--- config.mk ---
export PLATFORM = sky130hd
export DESIGN_NAME = udp_vlg_tx
export DESIGN_NICKNAME = d
export VERILOG_FILES = /design/src/rtl/udp_vlg_pkg.sv /design/src/rtl/udp_vlg_tx.sv
export SDC_FILE = /design/constraint.sdc
export NUM_CORES = 1
export LEC_CHECK = 0
export ABC_AREA = 1
export BUFFER_PORTS_ARGS = -buffer_cell sky130_fd_sc_hd__buf_2
export CORE_AREA = 2 2 145 147
export DETAILED_ROUTE_END_ITERATION = 7
export DIE_AREA = 0 0 147 149
export PLACE_DENSITY = 0.75
export SLEW_MARGIN = 20
export SYNTH_ARGS = -nofsm -noshare
export SYNTH_HDL_FRONTEND = slang
export SYNTH_SLANG_ARGS = --single-unit
--- constraint.sdc ---
create_clock -name clk -period 4.6 [get_ports clk]
set_input_delay 0.46 -clock clk [delete_from_list [all_inputs] [get_ports clk]]
set_output_delay 0.46 -clock clk [all_outputs]
set_load 0.02 [all_outputs]
--- src/rtl/udp_vlg_pkg.sv ---
// Shared types for the UDP transmit path: stream beats, UDP/IPv4 metadata,
// the transmit FSM encoding and the UDP header byte serializer.
package udp_vlg_pkg;

  localparam int         UDP_HDR_LEN = 8;
  localparam logic [7:0] UDP_PROTO   = 8'h11;

  typedef struct packed {
    logic [7:0] dat;
    logic       val;
    logic       sof;
    logic       eof;
    logic       err;
  } stream_t;

  typedef struct packed {
    logic [15:0] src_port;
    logic [15:0] dst_port;
    logic [15:0] length;
    logic [31:0] ip;
    logic        mac_known;
  } udp_meta_t;

  typedef struct packed {
    logic [7:0]  proto;
    logic [15:0] length;
    logic [31:0] ip;
    logic        mac_known;
  } ipv4_meta_t;

  typedef enum logic [2:0] {
    IDLE,
    WAIT_REQ,
    HDR,
    PLD,
    DONE
  } udp_tx_fsm_t;

  // Checksum bytes (6, 7) are sent as zero: the UDP checksum is optional over IPv4.
  function automatic logic [7:0] hdr_byte(input udp_meta_t m, input logic [2:0] idx);
    logic [15:0] udp_len;
    udp_len = m.length + 16'(UDP_HDR_LEN);
    case (idx)
      3'd0:    hdr_byte = m.src_port[15:8];
      3'd1:    hdr_byte = m.src_port[7:0];
      3'd2:    hdr_byte = m.dst_port[15:8];
      3'd3:    hdr_byte = m.dst_port[7:0];
      3'd4:    hdr_byte = udp_len[15:8];
      3'd5:    hdr_byte = udp_len[7:0];
      default: hdr_byte = 8'h00;
    endcase
  endfunction

endpackage

--- src/rtl/udp_vlg_tx.sv ---
// UDP transmit engine: latches user metadata, requests an IPv4 slot, emits the
// 8-byte UDP header and then forwards the user payload without bubbles.
module udp_vlg_tx
  import udp_vlg_pkg::*;
#(
  parameter int TIMEOUT = 65535,
  parameter int VERBOSE = 0
) (
  input  logic       clk,
  input  logic       rst,
  input  stream_t    udp_strm,
  input  udp_meta_t  udp_meta,
  input  logic       udp_rdy,
  output logic       udp_req,
  output logic       udp_ack,
  output logic       udp_done,
  output stream_t    ipv4_strm,
  output ipv4_meta_t ipv4_meta,
  output logic       ipv4_rdy,
  input  logic       ipv4_req,
  input  logic       ipv4_ack,
  input  logic       ipv4_err
);

  udp_tx_fsm_t state_q, state_d;
  udp_meta_t   meta_q, meta_d;
  ipv4_meta_t  ipv4_meta_q, ipv4_meta_d;
  stream_t     strm_q, strm_d;
  logic        ipv4_rdy_q, ipv4_rdy_d;
  logic        udp_req_q, udp_req_d;
  logic        udp_done_q, udp_done_d;
  logic        udp_ack_q, udp_ack_d;
  logic [2:0]  idx_q, idx_d;
  logic [15:0] cnt_q, cnt_d;
  logic [16:0] timer_q, timer_d;

  logic pulling;
  logic abort_now;
  logic last_cnt;

  // Payload is pulled from the cycle header byte 7 is on the bus onwards.
  assign pulling  = (state_q == PLD) ||
                    (state_q == HDR && idx_q == 3'd7 && meta_q.length != 16'd0);
  assign last_cnt = (cnt_q + 16'd1) == meta_q.length;

  // An IPv4 abort or a user gap terminates on the byte already on the bus,
  // so eof/err are folded onto the registered beat in the same cycle.
  assign abort_now = (state_q == HDR || state_q == PLD) && strm_q.val && !strm_q.eof &&
                     (ipv4_err || (pulling && !udp_strm.val));

  // NOTE: every _d gets a default before the case, so no path can infer a latch.
  always_comb begin
    state_d     = state_q;
    meta_d      = meta_q;
    ipv4_meta_d = ipv4_meta_q;
    ipv4_rdy_d  = ipv4_rdy_q;
    udp_req_d   = udp_req_q;
    udp_done_d  = 1'b0;
    udp_ack_d   = ipv4_ack;
    strm_d      = '0;
    idx_d       = idx_q;
    cnt_d       = cnt_q;
    timer_d     = timer_q;
    case (state_q)
      IDLE: begin
        if (udp_rdy) begin
          meta_d      = udp_meta;
          ipv4_meta_d = '{proto: UDP_PROTO, length: udp_meta.length + 16'(UDP_HDR_LEN),
                          ip: udp_meta.ip, mac_known: udp_meta.mac_known};
          ipv4_rdy_d  = 1'b1;
          timer_d     = '0;
          state_d     = WAIT_REQ;
        end
      end
      WAIT_REQ: begin
        if (ipv4_req) begin
          ipv4_rdy_d = 1'b0;
          idx_d      = 3'd0;
          cnt_d      = '0;
          strm_d     = '{dat: hdr_byte(meta_q, 3'd0), val: 1'b1, sof: 1'b1, eof: 1'b0, err: 1'b0};
          state_d    = HDR;
        end else if (ipv4_err || (int'(timer_q) + 1 >= TIMEOUT)) begin
          ipv4_rdy_d = 1'b0;
          udp_done_d = 1'b1;
          state_d    = DONE;
        end else begin
          timer_d = timer_q + 17'd1;
        end
      end
      HDR, PLD: begin
        if (strm_q.eof || abort_now) begin
          udp_req_d  = 1'b0;
          udp_done_d = 1'b1;
          state_d    = DONE;
        end else if (pulling) begin
          cnt_d   = cnt_q + 16'd1;
          strm_d  = '{dat: udp_strm.dat, val: 1'b1, sof: 1'b0,
                      eof: last_cnt || udp_strm.eof, err: last_cnt != udp_strm.eof};
          state_d = PLD;
          if (last_cnt || udp_strm.eof) udp_req_d = 1'b0;
        end else begin
          idx_d  = idx_q + 3'd1;
          strm_d = '{dat: hdr_byte(meta_q, idx_q + 3'd1), val: 1'b1, sof: 1'b0,
                     eof: idx_q == 3'd6 && meta_q.length == 16'd0, err: 1'b0};
          // Request one cycle early so a registered user lands its first byte behind byte 7.
          if (idx_q == 3'd5 && meta_q.length != 16'd0) udp_req_d = 1'b1;
        end
      end
      DONE:    state_d = IDLE;
      default: state_d = IDLE;
    endcase
  end

  // NOTE: sequential state uses non-blocking assignments only, so every flop
  // samples the pre-edge value of its neighbours.
  always_ff @(posedge clk or posedge rst) begin
    if (rst) begin
      state_q     <= IDLE;
      meta_q      <= '0;
      ipv4_meta_q <= '0;
      strm_q      <= '0;
      ipv4_rdy_q  <= 1'b0;
      udp_req_q   <= 1'b0;
      udp_done_q  <= 1'b0;
      udp_ack_q   <= 1'b0;
      idx_q       <= '0;
      cnt_q       <= '0;
      timer_q     <= '0;
    end else begin
      state_q     <= state_d;
      meta_q      <= meta_d;
      ipv4_meta_q <= ipv4_meta_d;
      strm_q      <= strm_d;
      ipv4_rdy_q  <= ipv4_rdy_d;
      udp_req_q   <= udp_req_d;
      udp_done_q  <= udp_done_d;
      udp_ack_q   <= udp_ack_d;
      idx_q       <= idx_d;
      cnt_q       <= cnt_d;
      timer_q     <= timer_d;
    end
  end

  always_comb begin
    ipv4_strm     = strm_q;
    ipv4_strm.eof = strm_q.eof | abort_now;
    ipv4_strm.err = strm_q.err | abort_now;
  end

  assign ipv4_meta = ipv4_meta_q;
  assign ipv4_rdy  = ipv4_rdy_q;
  assign udp_req   = udp_req_q;
  assign udp_done  = udp_done_q;
  assign udp_ack   = udp_ack_q;

  // Framing is driven by the latched length, so user sof/err and the
  // IPv4-only metadata fields kept in meta_q are not consumed here.
  logic unused_ok;
  assign unused_ok = &{1'b0, udp_strm.sof, udp_strm.err, meta_q.ip, meta_q.mac_known};

  // Datagram trace hook: simulation-only diagnostics, no hardware.
  if (VERBOSE != 0) begin : g_verbose
  end

endmodule

==> results of run 1 <==
cell usage after synthesis, types with 3 or more instances:
cell type and instances:
a211oi_1 3, a21oi_1 12, buf_2 5, buf_4 20
clkbuf_1 23, clkinv_1 4, dfrtp_1 150, ha_1 14
inv_1 101, inv_2 5, nand2_1 368, nand2_2 5
nand2_4 3, nand3_1 67, nand3b_1 5, nand4_1 18
nor2_1 69, nor2_2 4, nor3_1 7, o211ai_1 5
o21ai_0 72, o21ai_1 16, o22ai_1 12, or2_2 8
xnor2_1 10, xor2_1 15
per-stage QoR:
stage | utilization | cell area, um^2 | hold slack [ns] | setup slack (ns) | total power [uW]
after floorplan | - | 8020 | 0.443 | 0.104 | 3790
after global placement | 0.436 | 8970 | 0.450 | 1.90 | 4450
after detailed placement | 0.436 | 8970 | 0.453 | 1.86 | 4510
after CTS | 0.467 | 9610 | 0.128 | 1.76 | 6040
after global routing | 0.467 | 9610 | 0.131 | 1.52 | 6450
final | 0.467 | 9610 | 0.143 | 1.77 | 6020
metal layers:
layer	vias up	wire length (um)
met2	238	9430
met3	28	1310
met4	0	324
met1	3233	9550
li1	3598	-
met5	-	0
state kept, by name (all words and copies together), names as in the netlist:
register,flops
meta_q,48
ipv4_meta,47
udp_req,1
cnt_q,16
udp_done,1
ipv4_strm,10
timer_q,17
udp_ack,1
idx_q,3
ipv4_rdy,1
state_q,3
strm_q,2
worst min-delay path by stage:
stage,to,cells after the start,startpoint
floorplan,meta_q[51],2,meta_q[51]
global placement,ipv4_meta[29],2,ipv4_meta[29]
detailed placement,ipv4_meta[29],2,ipv4_meta[29]
CTS,udp_ack,1,ipv4_ack
global route,udp_ack,1,ipv4_ack
finish,udp_ack,1,ipv4_ack
worst register-to-register path: stages (launching register included):
cell     delay [ns]
dfrtp_1        0.45
ha_1           0.26
inv_1          0.06
nor2_1         0.21
nand4_1        0.18
nor2_1         0.25
xor2_1         0.28
or2_2          0.16
nand3_1        0.07
nor2_1         0.13
nand4_1        0.13
ha_1           0.23
nand4_1        0.11
nand3_1        0.08
nand2_1        0.07
nand2_1        0.05
area by class of cell:
type | instances | area (um^2)
Tap cell | 275 | 344
Clock inverter | 11 | 171
Multi-Input combinational cell | 742 | 3580
Clock buffer | 20 | 467
Timing Repair Buffer | 170 | 868
Fill cell | 2056 | 10900
Antenna cell | 1 | 2.50
Inverter | 110 | 418
Sequential cell | 150 | 3750
logic make-up (layout without fill, tap and decap cells):
logic type	after synthesis	in the layout	synth area share
xor+xnor	28	28	0.0350
buf+inv	160	311	0.0862
flops	150	150	0.469
other cells	1	7	0.000469
simple gates	561	561	0.295
compound gates	133	133	0.0920
fa+ha+maj	14	14	0.0219
cells in the final DEF (no fill, tap or decap), types with 3 or more instances in the layout:
cell       netlist  routed
inv_2            5       5
nand3b_1         5       5
dfrtp_1        150     150
a211oi_1         3       3
clkinv_1         4       4
inv_6            0       3
nand4_1         18      18
or2_2            8       8
nor2_4           2       3
nand2_2          5       5
o211ai_1         5       5
a21oi_1         12      12
nand2_1        368     368
inv_1          101     100
clkbuf_8         0       3
nor3_1           7       7
buf_4           20       7
conb_1           1       6
nor2_2           4       4
o21ai_1         16      16
bufinv_16        0       4
buf_2            5     163
xnor2_1         10      10
clkbuf_16        0      17
o21ai_0         72      72
nor2_1          69      68
nand3_1         67      67
nand2_4          3       3
xor2_1          15      15
ha_1            14      14
o22ai_1         12      12
power groups by stage:
stage	Sequential [uW]	Combinational (uW)	Clock [uW]
5_1_grt	2130	2730	1590
2_1_floorplan	2280	1500	0
4_1_cts	2070	2440	1540
3_5_place_dp	2080	2430	0
6_report	2070	2440	1510
3_3_place_gp	2070	2380	0
==> results.md, run 1 <==
* Minimum clock period at 2.83 ns
* Internal power at 3480 uW
* Post-DP HPWL at 15000 um
* Syn Area/Cell at 7.64 um^2
* Synth top area share at 0.469
* Layout Cells excl Fill at 1479
* # setup viols final at 0
* M3 GR Usage at 0.0502
* Post-Syn Area at 0.00800 mm^2
* Via density at 4.80
* Crit path kind: reg -> reg
* Gr usage total at 0.191
* Peak Freq at 353 MHz
* Main synth FF type: dfrtp_1
* Register area share after synthesis at 0.469
* Worst Setup EP: udp_req
* Yosys cell types at 45
* DRT Pass-1 Iters at 5
* RSZ-0062 raised after global routing: no
* Synthesis-stage register bit count at 150
* R2r endpoint: udp_req
* Area contributors post-synth: dfrtp_1 (47%), nand2_1 (17%), inv_1 (4.7%)
* CTS tree: built
* Worst endpoint required time at 4.91 ns
* Worst Tran Pin Value at 0.844 ns
* GR Layer Usage met1 at 0.259
* DR iter-0 viols at 483
* Cell taking the most area after synthesis: dfrtp_1
* CTS Hold Buffers Added at 0
* Starting Density at 0.389
* Clk sink count at 150
* CP max FO at 6
* Status: complete, no violations
* Chip width at 147 um
* Drt wl/cell at 13.9 um
* CP Capture Type: register
* Worst rel slew slack at 0.436
* Via count at 7097
* Crit path from: cnt_q[0]
* Layout Nets at 1304
* Final setup TNS at 0 ns
* GR Overflow Total at 0
* Worst path top cell family by delay: simple AND/OR/NAND/NOR gates
* Power per standard cell area at 627 mW/mm^2
* Routed Antenna Nets at 0
* Layout cell share with drive strength beyond 1 at 0.194
* Switching share of total power at 0.422
* Cells along the critical path: ha_1 -> inv_1 -> nor2_1 -> nand4_1 -> nor2_1 -> xor2_1 -> or2_2 -> nand3_1 -> nor2_1 -> nand4_1 -> ha_1 -> nand4_1 -> nand3_1 -> nand2_1 -> nand2_1
* CP max stage delay at 0.45 ns
* H-Tree Depth at 4
* Clock share of power at 0.251
* Worst Setup Start Kind: register
* Reg2Reg Setup Slack at 1.77 ns
* Final RePlAce weighted congestion at 0.894
* Cells after Synth at 1047
* Pins Over Slew Limit at 0
* Levels on crit path at 15
* Core Footprint at 0.0206 mm^2
* Max capacitance violation total at 0
* Critical Path Slowest Stage Cell: dfrtp_1
* Number of synthesized flops with an enable pin at 0
* Num rows at 53
* CP Buf/Inv Count at 1
* CP Data Arrival Time at 3.14 ns
* First-pass GRT wire length at 33600 um
* Leakage power at 0.00490 uW
* Net Switching at 2540 uW
* # IOs at 172
* Antenna violations before repair at 1
* VDD IR max at 0.345 mV
* Input/output buffers at 163
* Clk buf depth at 2
* Die footprint at 0.0219 mm^2
* Ys Warns at 0
* Hold Violations, Final at 0
* Clk_lat worst skew at 0.42 ns
* Cells after DPL at 1447
* Post_cts resized at 0
* R2R depth at 15
* P&R area growth vs syn at 20.1%
* Min-Delay Path Class: in -> reg
* Met2 GRT Util at 0.303
* Die Y at 149 um
* Worst clock skew at 0.00666 ns
* Sequential Power Share at 0.344
* Root cell of the clock tree: clkbuf_16
* DRC viols at 0
* CTS Buf Count at 17
* Final worst path period share at 0.616
* Detailed Route WL at 20600 um
* Largest net degree at the start of global routing at 84
* Worst r2r src: cnt_q[0]
* Asr flop ratio synth at 1.00
* Gate power share at 0.406
* Busiest grt layer: met2
* Postcts setup bufs at 0
* Vias in the first global route at 6762
* Reg clk slew, reported paths at 0.06 ns
(Power assumes the default switching activity.)
==> inputs of run 2 (changes only) <==
--- a/config.mk
+++ b/config.mk
@@ -5,11 +5,11 @@
 export SDC_FILE = /design/constraint.sdc
 export NUM_CORES = 1
 export LEC_CHECK = 0
-export ABC_AREA = 1
+export ABC_AREA = 0
 export BUFFER_PORTS_ARGS = -buffer_cell sky130_fd_sc_hd__buf_2
-export CORE_AREA = 2 2 145 147
+export CORE_AREA = 2 2 144 146
 export DETAILED_ROUTE_END_ITERATION = 7
-export DIE_AREA = 0 0 147 149
+export DIE_AREA = 0 0 146 148
 export PLACE_DENSITY = 0.75
 export SLEW_MARGIN = 20
 export SYNTH_ARGS = -nofsm -noshare
==> constraint.sdc (replaced) <==
create_clock -name clk -period 2.6 [get_ports clk]
set_input_delay 0.26 -clock clk [delete_from_list [all_inputs] [get_ports clk]]
set_output_delay 0.26 -clock clk [all_outputs]
set_load 0.02 [all_outputs]
==> run 2 against run 1 <==
- the run now ends with setup timing left
- utilization grew 3.6 points
- via count shrank 6.9%
- register-to-register slack lost 1.8 ns
- fmax grew 7.1%
- clock power grew 70%
- total power grew 88%
- clock skew grew 0.0078 ns
- die area shrank 1.3%
- global-route usage grew 0.24 points
- critical path type unchanged
- largest power group unchanged
==> results.md, run 2 <==
* CP max FO at 3 (-3)
* CP Data Arrival Time at 3.01 ns (-0.13 ns)
* Die footprint at 0.0216 mm^2 (-1.3%)
* Num rows at 52 (-1.9%)
* Minimum clock period at 2.65 ns (-0.188 ns)
* Pins Over Slew Limit at 0 (unchanged)
* H-Tree Depth at 4 (unchanged)
* Worst Setup Start Kind: register
* Routed Antenna Nets at 0 (unchanged)
* Final setup TNS at -0.0459 ns (-0.0459 ns)
* Most flop-heavy register: meta_q
* CTS tree: built
* Antenna diode count at 0 (-1)
* Leakage power at 0.00448 uW (-8.7%)
* Yosys cell types at 68 (+51%)
* Critical Path Slowest Stage Cell: or4_4
* Ys Warns at 0 (unchanged)
* Slack of the critical path at -0.0459 ns (-1.81 ns)
* Clk buf depth at 2 (unchanged)
* Number of synthesized flops with an enable pin at 0 (unchanged)
* Commonest cells post-synth: dfrtp_1 (150), mux2_2 (82), nand2_1 (63)
* DRC viols at 0 (unchanged)
* DRT Pass-1 Iters at 6 (+1)
* Cells along the critical path: ha_2 -> and3_4 -> buf_12 -> nand4_1 -> xor2_2 -> xor2_1 -> nand3_1 -> or4_4 -> ha_4 -> a21oi_2 -> a41oi_1 -> a21oi_1
* Worst clock skew at 0.0145 ns (+0.00779 ns)
* Worst endpoint required time at 2.96 ns (-1.95 ns)
* Cell taking the most area after synthesis: dfrtp_1
* Cells after Synth at 758 (-28%)
* Hold Violations, Final at 0 (unchanged)
* Worst path top cell family by delay: simple AND/OR/NAND/NOR gates
* DR iter-0 viols at 432 (-11%)
* CP max stage delay at 0.54 ns (+0.09 ns)
* Detailed Route WL at 20700 um (+0.33%)
* CP Buf/Inv Count at 1 (unchanged)
* Via density at 5.36 (+12%)
* Clk_lat worst skew at 0.44 ns (+0.02 ns)
* Utilization after layout at 0.503 (+0.0360)
* Area contributors post-synth: dfrtp_1 (48%), mux2_2 (12%), nand2_1 (3.0%)
* Antenna violations before repair at 1 (unchanged)
* Register area at 0.00376 mm^2 (about the same)
* Final RePlAce weighted congestion at 0.919 (+2.8%)
* Via count at 6604 (-6.9%)
* Main synth FF type: dfrtp_1
* Gr usage total at 0.194 (+0.00241)
* Area after DPL at 0.00923 mm^2 (+3.0%)
* Synthesis-stage register bit count at 150 (unchanged)
* Input/output buffers at 163 (unchanged)
* Layout Nets at 1061 (-19%)
* Min-Delay Path Class: in -> reg
* Reg clk slew, reported paths at 0.08 ns (+0.02 ns)
* Synth top area share at 0.476 (+0.00647)
* Fin area at 0.0101 mm^2 (+5.0%)
* Worst rel slew slack at 0.519 (+0.0824)
* Hold_ws at 0.0480 ns (-0.0951 ns)
* Crit path kind: reg -> reg
* # setup viols final at 1 (+1)
* RSZ-0062 raised after global routing: yes
* Worst Tran Pin Value at 0.720 ns (-0.123 ns)
* Drt wl/cell at 16.8 um (+21%)
* Power per standard cell area at 1120 mW/mm^2 (+79%)
* Post-DP HPWL at 14600 um (-3.1%)
* Area of the multi-input gates at 0.00387 mm^2 (+8.1%)
* Asr flop ratio synth at 1.00 (unchanged)
* Most frequent cells in the layout: buf_2 (163), dfrtp_1 (147), mux2_2 (82), buf_4 (66), nand2_1 (63)
* Largest net degree at the start of global routing at 69 (-18%)
* P&R area growth vs syn at 27.8%
* Status: finished, violations left
* Clk sink count at 150 (unchanged)
* CTS Buf Count at 17 (unchanged)
* Peak Freq at 378 MHz (+7.1%)
* First-pass GRT wire length at 33600 um (+0.23%)
* Die Y at 148 um (-0.67%)
* VDD IR max at 0.773 mV (+120%)
* Final worst path period share at 1.02 (+0.401)
* Register area share after synthesis at 0.476 (+0.00647)
* # IOs at 172 (unchanged)
* Vias in the first global route at 6726 (-0.53%)
* Starting Density at 0.394 (+0.00463)
* Core Footprint at 0.0200 mm^2 (-2.5%)
* Post-Syn Area at 0.00789 mm^2 (-1.4%)
* Top-count cell post-synth: dfrtp_1
* Root cell of the clock tree: clkbuf_16
* GR Overflow Total at 0 (unchanged)
* Max capacitance violation total at 0 (unchanged)
* Max reg flops at 48 (unchanged)
* Most common cell after layout, fill and taps aside: buf_2
* Syn Area/Cell at 10.4 um^2 (+36%)
* Layout cell share with drive strength beyond 1 at 0.403 (+0.209)
* CP Capture Type: register
* Chip width at 146 um (-0.68%)
* Failing checks: setup timing
* Fillers at 1819 (-12%)
==> run 2: worst reg2reg max path, cell delays in order (launching register included) <==
cell	delay [ns]
dfrtp_1	0.36
ha_2	0.19
and3_4	0.20
buf_12	0.11
nand4_1	0.16
xor2_2	0.22
xor2_1	0.16
nand3_1	0.10
or4_4	0.54
ha_4	0.18
a21oi_2	0.14
a41oi_1	0.12
a21oi_1	0.12
==> run 2: what timing repair did <==
item | 4_1_cts | 5_1_grt
hold buffers | 2 | 0
setup endpoints to repair | 3 | 8
pin swaps | 8 | 5
resized for setup | 6 | 15
hold endpoints to repair | 30 | 0
setup buffers | 8 | 4
==> run 2: final cells by class <==
cell class	count	share of cell area
Multi-Input combinational cell	526	0.384
Sequential cell	150	0.372
Timing Repair Buffer	236	0.141
Clock buffer	17	0.0422
Tap cell	270	0.0335
Clock inverter	15	0.0202
Inverter	17	0.00670
==> run 2: metrics by stage <==
step           cells  setup WS (ns)  power, uW
2_1_floorplan    763        -0.0235       7080
6_report        1231        -0.0459      11300
3_5_place_dp    1185        -0.0385       8670
4_1_cts         1227       -0.00941      11300
3_3_place_gp    1185         0.0146       8540
5_1_grt         1231         -0.197      12000
==> run 2: worst paths after layout <==
check / from / slack, ns / cells after the start / to
worst max-delay path: cnt_q[0] / -0.05 / 12 / udp_req
worst min-delay path: udp_meta[64] / 0.05 / 2 / meta_q[64]
worst max register to register: cnt_q[0] / -0.05 / 12 / udp_req
worst min register to register: ipv4_meta[49] / 0.50 / 1 / ipv4_meta[49]
max in group asynchronous: rst / 1.30 / 4 / cnt_q[3]
min in group asynchronous: rst / 0.50 / 3 / ipv4_meta[3]
==> run 2: kinds of logic (layout without fill, tap and decap cells) <==
group | after synthesis | in the layout | synth area share
simple gates | 225 | 225 | 0.144
other cells | 1 | 6 | 0.000475
compound gates | 149 | 149 | 0.130
fa+ha+maj | 14 | 14 | 0.0222
buf+inv | 87 | 285 | 0.0549
mux | 83 | 83 | 0.118
xor+xnor | 49 | 49 | 0.0544
flops | 150 | 150 | 0.476
==> run 2: where the power goes <==
| group | switching [uW] | internal (uW) | total (uW) |
|---|---|---|---|
| sequential | 587 | 3240 | 3820 |
| clock | 1170 | 1400 | 2570 |
| combinational | 2790 | 2160 | 4950 |
==> run 2: metal layers <==
layer,vias up,wire (um),track usage
li1,3095,-,-
met1,3215,8710,0.242
met2,249,10000,0.319
met3,43,1430,0.0506
met4,2,499,0.0850
met5,-,7,0
==> inputs of run 3 (changes only) <==
--- a/config.mk
+++ b/config.mk
@@ -5,11 +5,11 @@
 export SDC_FILE = /design/constraint.sdc
 export NUM_CORES = 1
 export LEC_CHECK = 0
-export ABC_AREA = 0
+export ABC_AREA = 1
 export BUFFER_PORTS_ARGS = -buffer_cell sky130_fd_sc_hd__buf_2
-export CORE_AREA = 2 2 144 146
+export CORE_AREA = 2 2 145 147
 export DETAILED_ROUTE_END_ITERATION = 7
-export DIE_AREA = 0 0 146 148
+export DIE_AREA = 0 0 147 149
 export PLACE_DENSITY = 0.75
 export SLEW_MARGIN = 20
 export SYNTH_ARGS = -nofsm -noshare
==> run 3 against run 2 <==
- the run now ends clean
- final cell count grew 22%
- sequential share of layout area up 1.0 points
- routed wire length increased by 0.22%
- clock power up 3%
- via count increased by 10%
- total power fell by 4.6%
- flip-flop and latch count is the same
- sequential power shrank 4%
- combinational power fell by 8.7%
- register-to-register slack better by 0.17 ns
- critical endpoint unchanged
- largest cell class is now sequential cells
==> results.md, run 3 (synthesized netlist as in run 1, its figures left out) <==
* Status: complete, no violations
* # setup viols final at 0 (-1)
* Gr usage total at 0.193 (-0.000206)
* Max capacitance violation total at 0 (unchanged)
* Root cell of the clock tree: clkbuf_16
* Via density at 4.86 (-9.4%)
* Pins Over Slew Limit at 0 (unchanged)
* CP max stage delay at 0.43 ns (-0.11 ns)
* GR Overflow Total at 0 (unchanged)
* Reg clk slew, reported paths at 0.06 ns (-0.02 ns)
* Worst Tran Pin Value at 0.541 ns (-0.180 ns)
* Clk_lat worst skew at 0.43 ns (about the same)
* Chip width at 147 um (+0.68%)
* Antenna violations before repair at 3 (+2)
* VDD IR max at 0.584 mV (-24%)
* CTS tree: built
* Peak Freq at 403 MHz (+6.7%)
* CP Capture Type: register
* CP Buf/Inv Count at 1 (unchanged)
* # IOs at 172 (unchanged)
* Num rows at 53 (+1.9%)
* Routed Antenna Nets at 0 (unchanged)
* Slack of the critical path at 0.119 ns (+0.165 ns)
* CTS Buf Count at 17 (unchanged)
* Worst path top cell family by delay: simple AND/OR/NAND/NOR gates
* H-Tree Depth at 4 (unchanged)
* Starting Density at 0.389 (-0.00463)
* Vias in the first global route at 6862 (+2.0%)
* Core Footprint at 0.0206 mm^2 (+2.6%)
* Most common cell after layout, fill and taps aside: nand2_1
* Power per standard cell area at 1100 mW/mm^2 (-1.9%)
* Post-DP HPWL at 15200 um (+4.3%)
* Area after DPL at 0.00909 mm^2 (-1.6%)
* Max reg flops at 48 (unchanged)
* RSZ-0062 raised after global routing: yes
* Critical Path Slowest Stage Cell: dfrtp_1
* CP max FO at 4 (+1)
* DRC viols at 0 (unchanged)
* Most frequent CP cell: nand4_1
* Most frequent cells in the layout: nand2_1 (368), buf_2 (163), dfrtp_1 (149), inv_1 (100), o21ai_0 (72)
* Worst rel slew slack at 0.640 (+0.121)
* Minimum clock period at 2.48 ns (-0.165 ns)
* First-pass GRT wire length at 33800 um (+0.41%)
* Min-Delay Path Class: in -> reg
* Detailed Route WL at 20700 um (+0.22%)
* Layout cell share with drive strength beyond 1 at 0.209 (-0.194)
* Clk sink count at 150 (unchanged)
* Worst endpoint required time at 2.91 ns (-0.05 ns)
* CP Data Arrival Time at 2.79 ns (-0.22 ns)
* DRT Pass-1 Iters at 8 (+2)
* Input/output buffers at 163 (unchanged)
* Worst clock skew at 0.0149 ns (+0.000469 ns)
* Design Power at 10800 uW (-4.6%)
* Drt wl/cell at 13.9 um (-18%)
* Die footprint at 0.0219 mm^2 (+1.4%)
* Via count at 7271 (+10%)
* Fillers at 2038 (+12%)
* Largest net degree at the start of global routing at 81 (+17%)
* Hold_ws at 0.0245 ns (-0.0235 ns)
* Leakage power at 0.00499 uW (+11%)
* Dpl ws at 0.153 ns (+0.192 ns)
* Die Y at 149 um (+0.68%)
* Final worst path period share at 0.954 (-0.0635)
* Clk buf depth at 2 (unchanged)
* Hold Violations, Final at 0 (unchanged)
* Layout Nets at 1319 (+24%)
* DR iter-0 viols at 705 (+63%)
* Crit path kind: reg -> reg
* Cells along the critical path: ha_4 -> inv_1 -> nor2_2 -> nand4_1 -> nor2_4 -> xor2_2 -> or2_2 -> nand3_1 -> nor2_1 -> nand4_1 -> ha_1 -> nand4_1 -> nand3_1 -> nand2_1 -> nand2_1
* Fin area at 0.00981 mm^2 (-2.8%)
* P&R area growth vs syn at 22.6%
* Postcts setup bufs at 0 (-8)
* Final RePlAce weighted congestion at 0.900 (-2.1%)
* Worst Setup Start Kind: register
* Most flop-heavy register: meta_q
-- run 3: cell types whose count changed in the layout (fill, tap and decap cells not counted), moves of 11 or more --
cell     before  now
nor2_1       49   65
inv_1        15  100
o21ai_0      31   72
buf_4        66   18
a21oi_1      39   12
nand3_1      30   67
nand2_1      63  368
o21ai_1       1   16
xor2_1       25   14
mux2_2       82    0
xnor2_1      23    8
-- run 3: per-layer routing --
layer,share of wire,GRT usage,routed length [um]
met4,0.018,0.0659,364
met3,0.063,0.0483,1310
met2,0.47,0.312,9700
met5,0.00053,0,11
met1,0.45,0.257,9340
-- run 3: layout make-up --
cell class	count	area [um^2]	area share
Antenna cell	2	5.00	0.000510
Clock buffer	20	467	0.0476
Clock inverter	12	175	0.0179
Inverter	110	417	0.0425
Multi-Input combinational cell	742	3640	0.371
Sequential cell	150	3750	0.383
Tap cell	275	344	0.0351
Timing Repair Buffer	185	1010	0.103
-- run 3: report_power, final --
part	switching [uW]	internal [uW]	leakage [uW]	total (uW)
clock network	974	1680	0.000308	2650
registers	475	3180	0.00192	3650
logic	3080	1430	0.00276	4520
total	4530	6290	0.00499	10800
-- run 3: worst paths after layout --
path / slack (ns) / depth (start not counted) / to / from
worst max register to register: 0.12 / 15 / udp_req / cnt_q[1]
worst min-delay path: 0.02 / 3 / ipv4_meta[15] / udp_meta[15]
worst min register to register: 0.47 / 2 / ipv4_meta[31] / ipv4_meta[31]
min in group asynchronous: 0.52 / 4 / timer_q[3] / rst
max in group asynchronous: 1.70 / 4 / ipv4_meta[42] / rst
worst max-delay path: 0.12 / 15 / udp_req / cnt_q[1]
-- run 3: timing repair --
item / 4_1_cts / 5_1_grt
hold buffers: 2 / 0
setup endpoints to repair: 0 / 9
gates resized for setup: 0 / 11
endpoints found under the hold margin: 66 / 0
-- run 3: metrics by stage --
| stage | util | std cells | TNS (ns) |
|---|---|---|---|
| finish | 0.477 | 1496 | 0 |
| detailed placement | 0.442 | 1460 | 0 |
| global placement | 0.442 | 1460 | 0 |
| global route | 0.477 | 1495 | -0.123 |
| CTS | 0.474 | 1494 | 0 |
| floorplan | - | 1052 | 0 |
-- run 3: worst min-delay path, delay by kind of cell --
| family | cells | cell delay (ns) |
|---|---|---|
| simple gates | 2 | 0.09 |
| buf+inv | 1 | 0.07 |
